[src/rtl/mem_stage_pkg.sv]
// Shared definitions for the memory stage: load opcode ranges, access sizes and the split-load state.
package mem_stage_pkg;

   localparam int EXC_W_DEF = 8;

   localparam logic [4:0] MEM_W_LO = 5'd3;
   localparam logic [4:0] MEM_W_HI = 5'd5;
   localparam logic [4:0] MEM_D_LO = 5'd6;
   localparam logic [4:0] MEM_D_HI = 5'd8;
   localparam logic [4:0] MEM_B_LO = 5'd9;
   localparam logic [4:0] MEM_B_HI = 5'd11;

   typedef enum logic {IDLE, HALF} state_e;
   typedef enum logic [1:0] {SZ_NONE, SZ_W, SZ_D, SZ_B} size_e;

   function automatic size_e decode_size(input logic [4:0] op);
      if (op >= MEM_W_LO && op <= MEM_W_HI) return SZ_W;
      if (op >= MEM_D_LO && op <= MEM_D_HI) return SZ_D;
      if (op >= MEM_B_LO && op <= MEM_B_HI) return SZ_B;
      return SZ_NONE;
   endfunction

endpackage

[src/rtl/mem_stage_load_align.sv]
// Formats a RAM read word into zero-extended load data, or merges it with a
// held first half when completing a misaligned load.
module load_align
   import mem_stage_pkg::*;
(
   input  logic [31:0] rdata_i,
   input  logic [1:0]  k_i,
   input  size_e       size_i,
   input  logic        second_i,
   input  logic [31:0] part_i,
   output logic [31:0] data_o
);

   logic [31:0] shifted;
   logic [5:0]  hi_shamt;

   always_comb begin
      // NOTE: every output gets a default first so no path leaves it unassigned (no latch).
      shifted  = rdata_i >> {k_i, 3'b000};
      hi_shamt = {3'd4 - {1'b0, k_i}, 3'b000};
      data_o   = shifted;
      if (second_i) begin
         // k_i is the offset of the first half; its low bytes of rdata fill the top of the word
         case (size_i)
            SZ_W:    data_o = part_i | (rdata_i << hi_shamt);
            SZ_D:    data_o = {16'h0000, rdata_i[7:0], part_i[7:0]};
            default: data_o = shifted;
         endcase
      end else begin
         case (size_i)
            SZ_D:    data_o = {16'h0000, shifted[15:0]};
            SZ_B:    data_o = {24'h000000, shifted[7:0]};
            default: data_o = shifted;
         endcase
      end
   end

endmodule

[src/rtl/mem_stage.sv]
// Memory pipeline stage: formats load data, stitches split loads together and
// registers everything toward writeback.
module mem_stage
   import mem_stage_pkg::*;
#(
   parameter int EXC_W = EXC_W_DEF
) (
   input  logic             clk,
   input  logic             rst,
   input  logic             clk_en,
   input  logic             halt,
   input  logic             bubble_in,
   input  logic [4:0]       opcode_in,
   input  logic [4:0]       tgt_in_1,
   input  logic [4:0]       tgt_in_2,
   input  logic [31:0]      result_in_1,
   input  logic [31:0]      result_in_2,
   input  logic [31:0]      addr_in,
   input  logic             is_load_in,
   input  logic             was_misaligned_in,
   input  logic             tgts_cr_in,
   input  logic [EXC_W-1:0] exc_in,
   input  logic [31:0]      pc_in,
   input  logic [31:0]      mem_rdata,
   input  logic             flush,
   output logic [31:0]      result_out_1,
   output logic [31:0]      result_out_2,
   output logic [4:0]       tgt_out_1,
   output logic [4:0]       tgt_out_2,
   output logic             tgts_cr_out,
   output logic             is_load_out,
   output logic             bubble_out,
   output logic [EXC_W-1:0] exc_out,
   output logic [31:0]      pc_out,
   output logic             split_pending
);

   state_e           state_q, state_d;
   logic [31:0]      part_q, part_d;
   logic [1:0]       part_k_q, part_k_d;
   size_e            part_size_q, part_size_d;
   logic [31:0]      res1_q, res1_d, res2_q, res2_d, pc_q, pc_d;
   logic [4:0]       tgt1_q, tgt1_d, tgt2_q, tgt2_d;
   logic             cr_q, cr_d, isload_q, isload_d, bubble_q, bubble_d;
   logic [EXC_W-1:0] exc_q, exc_d;

   logic [1:0]  k;
   size_e       size;
   logic        crosses, completing, stalled, orphan, kill;
   logic [31:0] aligned;
   logic        unused_addr;

   assign unused_addr = ^addr_in[31:2];
   assign k           = addr_in[1:0];
   assign size        = decode_size(opcode_in);
   assign crosses     = (size == SZ_W && k != 2'd0) || (size == SZ_D && k == 2'd3);
   assign completing  = (state_q == HALF) && was_misaligned_in;
   assign stalled     = (state_q == HALF) && !was_misaligned_in && bubble_in;
   // A second half with no held first half (e.g. after a flush) is dropped
   assign orphan      = (state_q == IDLE) && was_misaligned_in && is_load_in && !bubble_in;

   load_align u_align (
      .rdata_i  (mem_rdata),
      .k_i      (completing ? part_k_q : k),
      .size_i   (completing ? part_size_q : size),
      .second_i (completing),
      .part_i   (part_q),
      .data_o   (aligned)
   );

   always_comb begin
      state_d     = IDLE;
      part_d      = part_q;
      part_k_d    = part_k_q;
      part_size_d = part_size_q;
      pc_d        = pc_in;
      res1_d      = result_in_1;
      res2_d      = result_in_2;
      tgt1_d      = tgt_in_1;
      tgt2_d      = tgt_in_2;
      cr_d        = tgts_cr_in;
      isload_d    = is_load_in;
      bubble_d    = 1'b0;
      exc_d       = exc_in;
      kill        = 1'b0;

      if (flush) begin
         kill   = 1'b1;
         part_d = '0;
      end else if (completing) begin
         res1_d   = aligned;
         isload_d = 1'b1;
      end else if (stalled) begin
         state_d = HALF;
         kill    = 1'b1;
      end else if (bubble_in || orphan) begin
         kill = 1'b1;
      end else if (crosses && !was_misaligned_in) begin
         kill = 1'b1;
         if (is_load_in) begin
            state_d     = HALF;
            part_d      = aligned;
            part_k_d    = k;
            part_size_d = size;
         end
      end else if (is_load_in && size != SZ_NONE) begin
         res1_d = aligned;
      end

      if (kill) begin
         bubble_d = 1'b1;
         tgt1_d   = '0;
         tgt2_d   = '0;
         cr_d     = 1'b0;
         isload_d = 1'b0;
         exc_d    = '0;
      end
   end

   // NOTE: sequential state uses non-blocking assignments so every register samples pre-edge values.
   always_ff @(posedge clk) begin
      if (rst) begin
         state_q     <= IDLE;
         part_q      <= '0;
         part_k_q    <= '0;
         part_size_q <= SZ_NONE;
         res1_q      <= '0;
         res2_q      <= '0;
         pc_q        <= '0;
         tgt1_q      <= '0;
         tgt2_q      <= '0;
         cr_q        <= 1'b0;
         isload_q    <= 1'b0;
         bubble_q    <= 1'b1;
         exc_q       <= '0;
      end else if (clk_en && !halt) begin
         state_q     <= state_d;
         part_q      <= part_d;
         part_k_q    <= part_k_d;
         part_size_q <= part_size_d;
         res1_q      <= res1_d;
         res2_q      <= res2_d;
         pc_q        <= pc_d;
         tgt1_q      <= tgt1_d;
         tgt2_q      <= tgt2_d;
         cr_q        <= cr_d;
         isload_q    <= isload_d;
         bubble_q    <= bubble_d;
         exc_q       <= exc_d;
      end
   end

   assign result_out_1  = res1_q;
   assign result_out_2  = res2_q;
   assign tgt_out_1     = tgt1_q;
   assign tgt_out_2     = tgt2_q;
   assign tgts_cr_out   = cr_q;
   assign is_load_out   = isload_q;
   assign bubble_out    = bubble_q;
   assign exc_out       = exc_q;
   assign pc_out        = pc_q;
   assign split_pending = (state_q == HALF);

endmodule

[config.mk]
export PLATFORM = sky130hd
export DESIGN_NAME = mem_stage
export DESIGN_NICKNAME = d
export VERILOG_FILES = /design/src/rtl/mem_stage_pkg.sv /design/src/rtl/mem_stage_load_align.sv /design/src/rtl/mem_stage.sv
export SDC_FILE = /design/constraint.sdc
export NUM_CORES = 1
export LEC_CHECK = 0
export CAP_MARGIN = 30
export CORE_ASPECT_RATIO = 2
export CORE_UTILIZATION = 39
export CTS_CLUSTER_SIZE = 14
export DETAILED_ROUTE_END_ITERATION = 16
export PLACE_DENSITY = 0.77
export SLEW_MARGIN = 20
export SYNTH_ARGS = -nofsm -noshare
export SYNTH_HDL_FRONTEND = slang
export SYNTH_SLANG_ARGS = --single-unit
[constraint.sdc]
create_clock -name clk -period 2.82 [get_ports clk]
set_input_delay 0.282 -clock clk [delete_from_list [all_inputs] [get_ports clk]]
set_output_delay 0.282 -clock clk [all_outputs]
set_load 0.01 [all_outputs]
Word level (Yosys, flattened, before mapping)
Cells that the tools add are included.
- bits in registers: 154
- input port bits: 192
- output and inout port bits: 118
- word-level logic and storage cells: 110
- $add $sub $neg: 1
- $lt $le $gt $ge: 6
- equality and inequality tests: 9
- shifts and indexed selects: 2
- mux-type cells: 48
- bitwise operators: 6
- reduce and logical (&&, ||, !) cells: 25
- operator list (operator ; count):
    32-bit 2-to-1 mux ; 13
    32-bit one-hot mux with 2 select lines ; 2
    32-bit OR ; 1
    32-bit by 6-bit << shifter with 32-bit output ; 1
    32-bit by 5-bit >> shifter with 32-bit output ; 1
    1-bit 2-to-1 mux ; 22
    2-bit 2-to-1 mux ; 8
    1-bit logical AND ; 14
    5-bit by 4-bit less-or-equal comparator with 1-bit output (second input constant) ; 2
    5-bit 2-to-1 mux ; 2
    2-bit == test (second input constant) ; 4
    8-bit 2-to-1 mux ; 1
    2-bit nonzero test ; 4
    7-bit AND reduction ; 1
    2-bit inequality test (second input constant) ; 3
    6-bit AND reduction ; 1
    5-bit by 2-bit >= comparator with 1-bit output (second input constant) ; 1
    5-bit by 3-bit >= comparator with 1-bit output (second input constant) ; 1
    5-bit by 4-bit >= comparator with 1-bit output (second input constant) ; 1
    5-bit by 3-bit less-or-equal comparator with 1-bit output (second input constant) ; 1
    1-bit inverter ; 5
    2-bit by 1-bit == test with 1-bit output (second input constant) ; 2
    1-bit logical NOT ; 3
    3-bit by 2-bit subtractor with 3-bit output (first input constant) ; 1
    1-bit logical OR ; 2

Logic depth before layout (Yosys ltp)
- depth in word-level cells: 19
- gate-level depth with buffers: 17
- depth with buffers taken out: 15

By module
From an unflattened synthesis, not the netlist that was laid out.
- cells, all modules: 1040
- area, all modules: 7906.3 sq um
- by module, submodules not included (module ; times used ; cells each ; area each (sq um)):
    mem_stage ; 1 ; 780 ; 6303.5
    load_align ; 1 ; 260 ; 1602.8

Worst setup path after synthesis
OpenSTA, ideal clock, no wires.
- path type: register to register
- start: reg state_q (netlist: split_pending)
- end: reg part_q[13]
- setup time: 0.117 ns
- data arrival time: 2.977 ns
- required time: 2.703 ns
- slack: -0.273 ns
- cell stages (with the launch flop): 17
- buffers on the path: 5
- clock period less this slack: 3.093 ns
- cell sequence: dfxtp_1 buf_2 and2_1 buf_2 clkbuf_1 nand2_1 o21ai_0 inv_1 ha_1 clkbuf_1 clkbuf_1 nor2_1 a31oi_1 o21ai_0 o21ai_0 o21ai_0 a22o_1
- word-level cells in the longest chain between the ends: 13
- RTL lines (what ; line ; RTL):
    start, declared ; mem_stage.sv:38 ; state_e state_q, state_d;
    start signal, assigned ; mem_stage.sv:137 ; state_q <= state_d;
    1-bit logical AND ; mem_stage.sv:57 ; assign completing = (state_q == HALF) && was_misaligned_in;
    2-bit 2-to-1 mux ; mem_stage.sv:64 ; .k_i (completing ? part_k_q : k),
    3-bit by 2-bit subtractor with 3-bit output ; mem_stage_load_align.sv:20 ; hi_shamt = {3'd4 - {1'b0, k_i}, 3'b000};
    32-bit by 6-bit << shifter with 32-bit output ; mem_stage_load_align.sv:25 ; SZ_W: data_o = part_i | (rdata_i << hi_shamt);
    32-bit OR ; mem_stage_load_align.sv:25 ;
    32-bit one-hot mux with 2 select lines ; mem_stage_load_align.sv:24 ; case (size_i)
    32-bit 2-to-1 mux ; mem_stage_load_align.sv:22 ; if (second_i) begin
    32-bit 2-to-1 mux ; mem_stage.sv:100 ; if (is_load_in) begin
    32-bit 2-to-1 mux ; mem_stage.sv:98 ; end else if (crosses && !was_misaligned_in) begin
    32-bit 2-to-1 mux ; mem_stage.sv:96 ; end else if (bubble_in || orphan) begin
    32-bit 2-to-1 mux ; mem_stage.sv:93 ; end else if (stalled) begin
    32-bit 2-to-1 mux ; mem_stage.sv:90 ; end else if (completing) begin
    32-bit 2-to-1 mux ; mem_stage.sv:87 ; if (flush) begin
    end signal, assigned ; mem_stage.sv:138 ; part_q <= part_d;
    end, declared ; mem_stage.sv:39 ; logic [31:0] part_q, part_d;
Several ways; a longest one is shown, not always the timed one. The select of a mux whose other input is x is not followed.
A chain may end at the register's enable or synchronous reset.

Worst setup path in the final report
- start: in opcode_in[2]
- end: reg res1_q[11] (netlist: result_out_1[11])
- word-level cells in the longest chain between the ends: 18
- RTL lines (what ; line ; RTL):
    start, declared ; mem_stage.sv:13 ; input logic [4:0] opcode_in,
    5-bit by 4-bit >= comparator with 1-bit output / 5-bit by 4-bit less-or-equal comparator with 1-bit output (equally long branches) ; mem_stage_pkg.sv:19 ; if (op >= MEM_B_LO && op <= MEM_B_HI) return SZ_B;
    1-bit logical AND ; mem_stage_pkg.sv:19 ;
    1-bit 2-to-1 mux (2 in series) ; mem_stage_pkg.sv:19 ;
    1-bit 2-to-1 mux ; mem_stage_pkg.sv:18 ; if (op >= MEM_D_LO && op <= MEM_D_HI) return SZ_D;
    2-bit 2-to-1 mux ; mem_stage_pkg.sv:20 ; return SZ_NONE;
    2-bit 2-to-1 mux ; mem_stage_pkg.sv:19 ;
    2-bit 2-to-1 mux (*) ; mem_stage_pkg.sv:18 ;
    2-bit 2-to-1 mux ; mem_stage.sv:65 ; .size_i (completing ? part_size_q : size),
    2-bit == test, or another cell as far along ; mem_stage_load_align.sv:30 ; case (size_i)
    32-bit one-hot mux with 2 select lines, on equally long branches ; mem_stage_load_align.sv:30, mem_stage_load_align.sv:24 ;
    32-bit 2-to-1 mux ; mem_stage_load_align.sv:22 ;
    32-bit 2-to-1 mux ; mem_stage.sv:106 ; end else if (is_load_in && size != SZ_NONE) begin
    32-bit 2-to-1 mux ; mem_stage.sv:98 ;
    32-bit 2-to-1 mux ; mem_stage.sv:96 ;
    32-bit 2-to-1 mux ; mem_stage.sv:93 ;
    32-bit 2-to-1 mux (*) ; mem_stage.sv:90 ;
    32-bit 2-to-1 mux (*) ; mem_stage.sv:87 ;
    end signal, assigned ; mem_stage.sv:141 ; res1_q <= res1_d;
    end, declared ; mem_stage.sv:42 ; logic [31:0] res1_q, res1_d, res2_q, res2_d, pc_q, pc_d;
Every way passes the cells marked *; elsewhere a longest branch is shown, timed or not. The select of a mux whose other input is x is not followed.

==> results <==
- Summed over all layers, the global routing overflow is 0.
- The synthesized design spends more area on one cell type than any other, namely sky130_fd_sc_hd__dfxtp_1.
- The number of failing hold endpoints at the final stage is 0.
- Wires add up to 31,800 um.
- Entering global routing, the biggest net connects 98 pins.
- The number of buffers inserted by port buffering is 279.
- At the worst endpoint, the required time is 3.11 ns.
- The fraction of synthesized cell area taken by the top area cell type is 41.0%.
- In this run the register-to-register setup slack is 0.21 ns.
- The number of buffers inserted during clock tree synthesis is 17.
- The clock net in this run drives a total of 154 sinks.
- OpenSTA, run right after detailed placement, puts the worst setup slack at -0.441 ns.
- In the final timing run, aggregate negative setup slack is 0 ns.
- The post-route netlist has 15.0% of its cells at a drive strength greater than 1.
- The area added between synthesis and finish is 58.1%.
- In the final design database the tool counted 1,459 nets.
- The DRC violations left is 0.
- The count of flip-flops with a built-in enable after synthesis is 0.
- Clock-pin slew was measured on the worst setup and hold paths at 0.06 ns.
- The worst register-to-register path begins at split_pending.
- The startpoint-to-endpoint class of the critical path is input pin to flop.
- The mean cell area of the mapped netlist is 7.99 um2.
- Counting flops and latches in the post-synthesis netlist gives 154.
- The wire length of the first global-routing pass is 47,500 um.
- The number of global-route vias before repair is 8,658.
- Using the TritonRoute via totals, the vias-per-cell ratio works out to 5.62.
- TritonCTS built the clock tree.
- 310 I/O pins were placed.
- The largest buffer count on any clock path is 2.
- The area of the core is 0.0188 mm2.
- The initial antenna violation count is 0.
- From left edge to right edge, the die measures 100 um.
- The number of standard cells after synthesis is 941.
- Once detailed placement completed, the half-perimeter wirelength came to 23,600 um.
- Summing over every cut layer, the via total after detailed routing is 8,597.
- The die is 198 um tall.
- The later pin in the worst-skew pair is clocked with a latency of 0.43 ns.
- In this run the most critical hold path is launched from rst.
- The detailed router put a total of 10,700 um of wire on met1.
- The sum of met3 wire segment lengths after detailed routing is 2090 um.
- The floorplan die area is 0.0199 mm2.
- The routability congestion estimate is 1.03.
- The number of cells on the worst reg-to-reg path is 12.
- The worst register-to-register path ends at result_out_1[28].
- Counting instances, the worst hold path has a depth of 2.
- The number of iterations in the first detailed-routing pass is 5.
- The fraction of registers with async set/reset is 0%.
- The maximum clock skew at final layout is 0.00512 ns.
- The type of element launching the critical path is an input pin.
- Power spread over the standard cell area amounts to 482 mW/mm2.
- The worst hold path belongs to the class input pin to flop.
- The instance count after placement with tap cells included is 1,499.
- The cell area after synthesis is 0.00752 mm2.
- The flow ran to the end, and the final reports show no timing, DRC or antenna violations.
- The overall track demand over capacity in global routing is 31.7%.
- The slack of the critical path is 0.161 ns.
- The clock period minus worst slack is 2.66 ns.
- The maximum vdd ir drop is 393 uV.
- For this run, the register share of the synthesized area comes to 41.0%.
- The detail route stage leaves a number of antenna-violating nets equal to 0.
- The final setup violation count is 0.
- In the synthesized netlist, the cells that appear most often are sky130_fd_sc_hd__nand2_1 (198), sky130_fd_sc_hd__dfxtp_1 (154), sky130_fd_sc_hd__a21oi_1 (120), sky130_fd_sc_hd__clkbuf_1 (55), sky130_fd_sc_hd__o21ai_0 (43).
- In this run the static leakage power is 4.49 nW.
- In the post-synthesis netlist, the cell with the most instances is sky130_fd_sc_hd__nand2_1.
- The number of core rows is 71.
- For this run, the leading register cell type out of synthesis is sky130_fd_sc_hd__dfxtp_1.
- After routing the design area is 0.0119 mm2.
- In this run, the number of DRC markers left after iteration 0 of detailed routing was 471.
- The worst-case hold path end point is pc_out[5].
- The final count of pins violating max slew is 0.
- After clock tree synthesis, the flow added hold-fix buffers numbering 0.
- The buffer type at the clock tree root is sky130_fd_sc_hd__clkbuf_16.
- Once the floorplan was initialized, standard cells occupied 39.9% of the core.
- Routed signal wires occupy layers up through met4.
- The maximum clock frequency is 376 MHz.
- The endpoint kind of the worst setup timing path is a flop.
- In the finished design, the share of the clock period the worst path needs comes to 94.3%.
- The average wire per standard cell is 20.8 um.
- The relative slew slack is 53.1%.
- Data on the critical path arrives at its endpoint at 2.95 ns.
- The synthesized netlist contains 62 unique library cells.
- Sorting the synthesized cells by area gives the leading types as sky130_fd_sc_hd__dfxtp_1 (41%), sky130_fd_sc_hd__nand2_1 (9.9%), sky130_fd_sc_hd__a21oi_1 (8.0%), sky130_fd_sc_hd__a22o_1 (4.1%), sky130_fd_sc_hd__mux2i_1 (3.6%).
- The worst-path maximum fanout is 7.
- For this run, the number of standard cells in the final layout without fillers is 1,531.
- During synthesis, Yosys emitted a total of 0 warnings.
- Detailed routing placed a total of 16,800 um of wire on met2.
- The repair_antennas step left the layout with diodes totalling 0.
- The number of nets in the synthesized netlist is 1,136.
- In this run the number of H-tree levels came out at 4.
- The actual slew at the worst max-slew pin is 0.704 ns.
- Summing all placed instances gives a cell area of 0.0112 mm2.
- Max-cap violations in this run came to 0.
registers in the layout, summed over array words and instances (netlist names), 2 cells and up:
register      cells
part_q           32
result_out_2     32
pc_out           32
exc_out           8
part_k_q          2
tgt_out_1         5
part_size_q       2
tgt_out_2         5
result_out_1     32
worst max-delay path by stage:
| stage | start | endpoint | cells after the start |
|---|---|---|---|
| 2_1_floorplan | split_pending | result_out_1[30] | 17 |
| 3_3_place_gp | opcode_in[2] | result_out_1[5] | 14 |
| 3_5_place_dp | opcode_in[2] | result_out_1[5] | 14 |
| 4_1_cts | opcode_in[2] | result_out_1[15] | 13 |
| 5_1_grt | opcode_in[2] | result_out_1[11] | 17 |
| 6_report | opcode_in[2] | result_out_1[11] | 17 |
through the flow:
step / total power, mW / util [%] / hold WS [ns]
2_1_floorplan: 2.77 / - / 0.408
3_3_place_gp: 3.40 / 59.2 / 0.427
3_5_place_dp: 3.41 / 59.2 / 0.436
4_1_cts: 5.73 / 62.3 / 0.362
5_1_grt: 5.92 / 63.2 / 0.403
6_report: 5.73 / 63.2 / 0.383
kinds of logic after synthesis:
logic type,share of synthesized area [%]
muxes,4.64
adders and majority gates,0.499
AOI/OAI and AO/OA,28.9
and+or+nand+nor,20.0
DFF,41.0
buffers and inverters,4.96
layout by cell type (no fill, tap or decap), types with 12 or more instances in the layout:
cell	count
sky130_fd_sc_hd__clkbuf_16	17
sky130_fd_sc_hd__buf_4	100
sky130_fd_sc_hd__clkdlybuf4s50_1	276
sky130_fd_sc_hd__o22ai_1	13
sky130_fd_sc_hd__o21ai_1	27
sky130_fd_sc_hd__nor2_1	36
sky130_fd_sc_hd__and3_1	12
sky130_fd_sc_hd__a22o_1	35
sky130_fd_sc_hd__nand2_1	195
sky130_fd_sc_hd__nor3_1	15
sky130_fd_sc_hd__dfxtp_1	154
sky130_fd_sc_hd__a21oi_1	112
sky130_fd_sc_hd__mux2i_1	27
sky130_fd_sc_hd__nand3_1	15
sky130_fd_sc_hd__o21ai_0	33
power by group:
| part | total [mW] | internal (mW) | switching, mW |
|---|---|---|---|
| clock | 2.32 | 1.34 | 0.986 |
| combinational | 1.12 | 0.579 | 0.543 |
| sequential | 2.29 | 2.25 | 0.0413 |
| total | 5.73 | 4.16 | 1.57 |
repair_timing:
| action | 4_1_cts | 5_1_grt |
|---|---|---|
| pin swaps | 0 | 6 |
| endpoints found under the setup margin | 2 | 52 |
| gates resized for setup | 1 | 43 |
| hold endpoints to repair | 0 | 0 |
| setup buffers | 0 | 1 |
area by class of cell:
| type | count | area (um2) |
|---|---|---|
| tap | 255 | 319 |
| clock buffer | 19 | 443 |
| sequential | 154 | 3080 |
| fill | 1653 | 6940 |
| inverter | 8 | 30.0 |
| timing repair buffer | 384 | 3650 |
| clock inverter | 12 | 139 |
| multi-input combinational | 699 | 4230 |
metal layers:
metal | vias up | track usage [%]
met3 | 126 | 7.31
met4 | 0 | 21.9
li1 | 4034 | -
met1 | 4031 | 30.6
met2 | 406 | 58.2
met5 | - | 0
worst max-delay path, stage by stage:
cell and delay [ns]:
sky130_fd_sc_hd__clkdlybuf4s50_1 0.41, sky130_fd_sc_hd__buf_4 0.14, sky130_fd_sc_hd__buf_4 0.15, sky130_fd_sc_hd__a21oi_1 0.12, sky130_fd_sc_hd__a21oi_1 0.05, sky130_fd_sc_hd__nor2_1 0.16, sky130_fd_sc_hd__nand2_1 0.08, sky130_fd_sc_hd__nand2_2 0.11
sky130_fd_sc_hd__inv_1 0.06, sky130_fd_sc_hd__ha_1 0.19, sky130_fd_sc_hd__buf_4 0.16, sky130_fd_sc_hd__buf_4 0.15, sky130_fd_sc_hd__a21oi_1 0.19, sky130_fd_sc_hd__a311oi_1 0.11, sky130_fd_sc_hd__a221o_1 0.30, sky130_fd_sc_hd__a211oi_1 0.17
sky130_fd_sc_hd__a211oi_1 0.09
No activity file was read; power rests on OpenSTA's default activity.
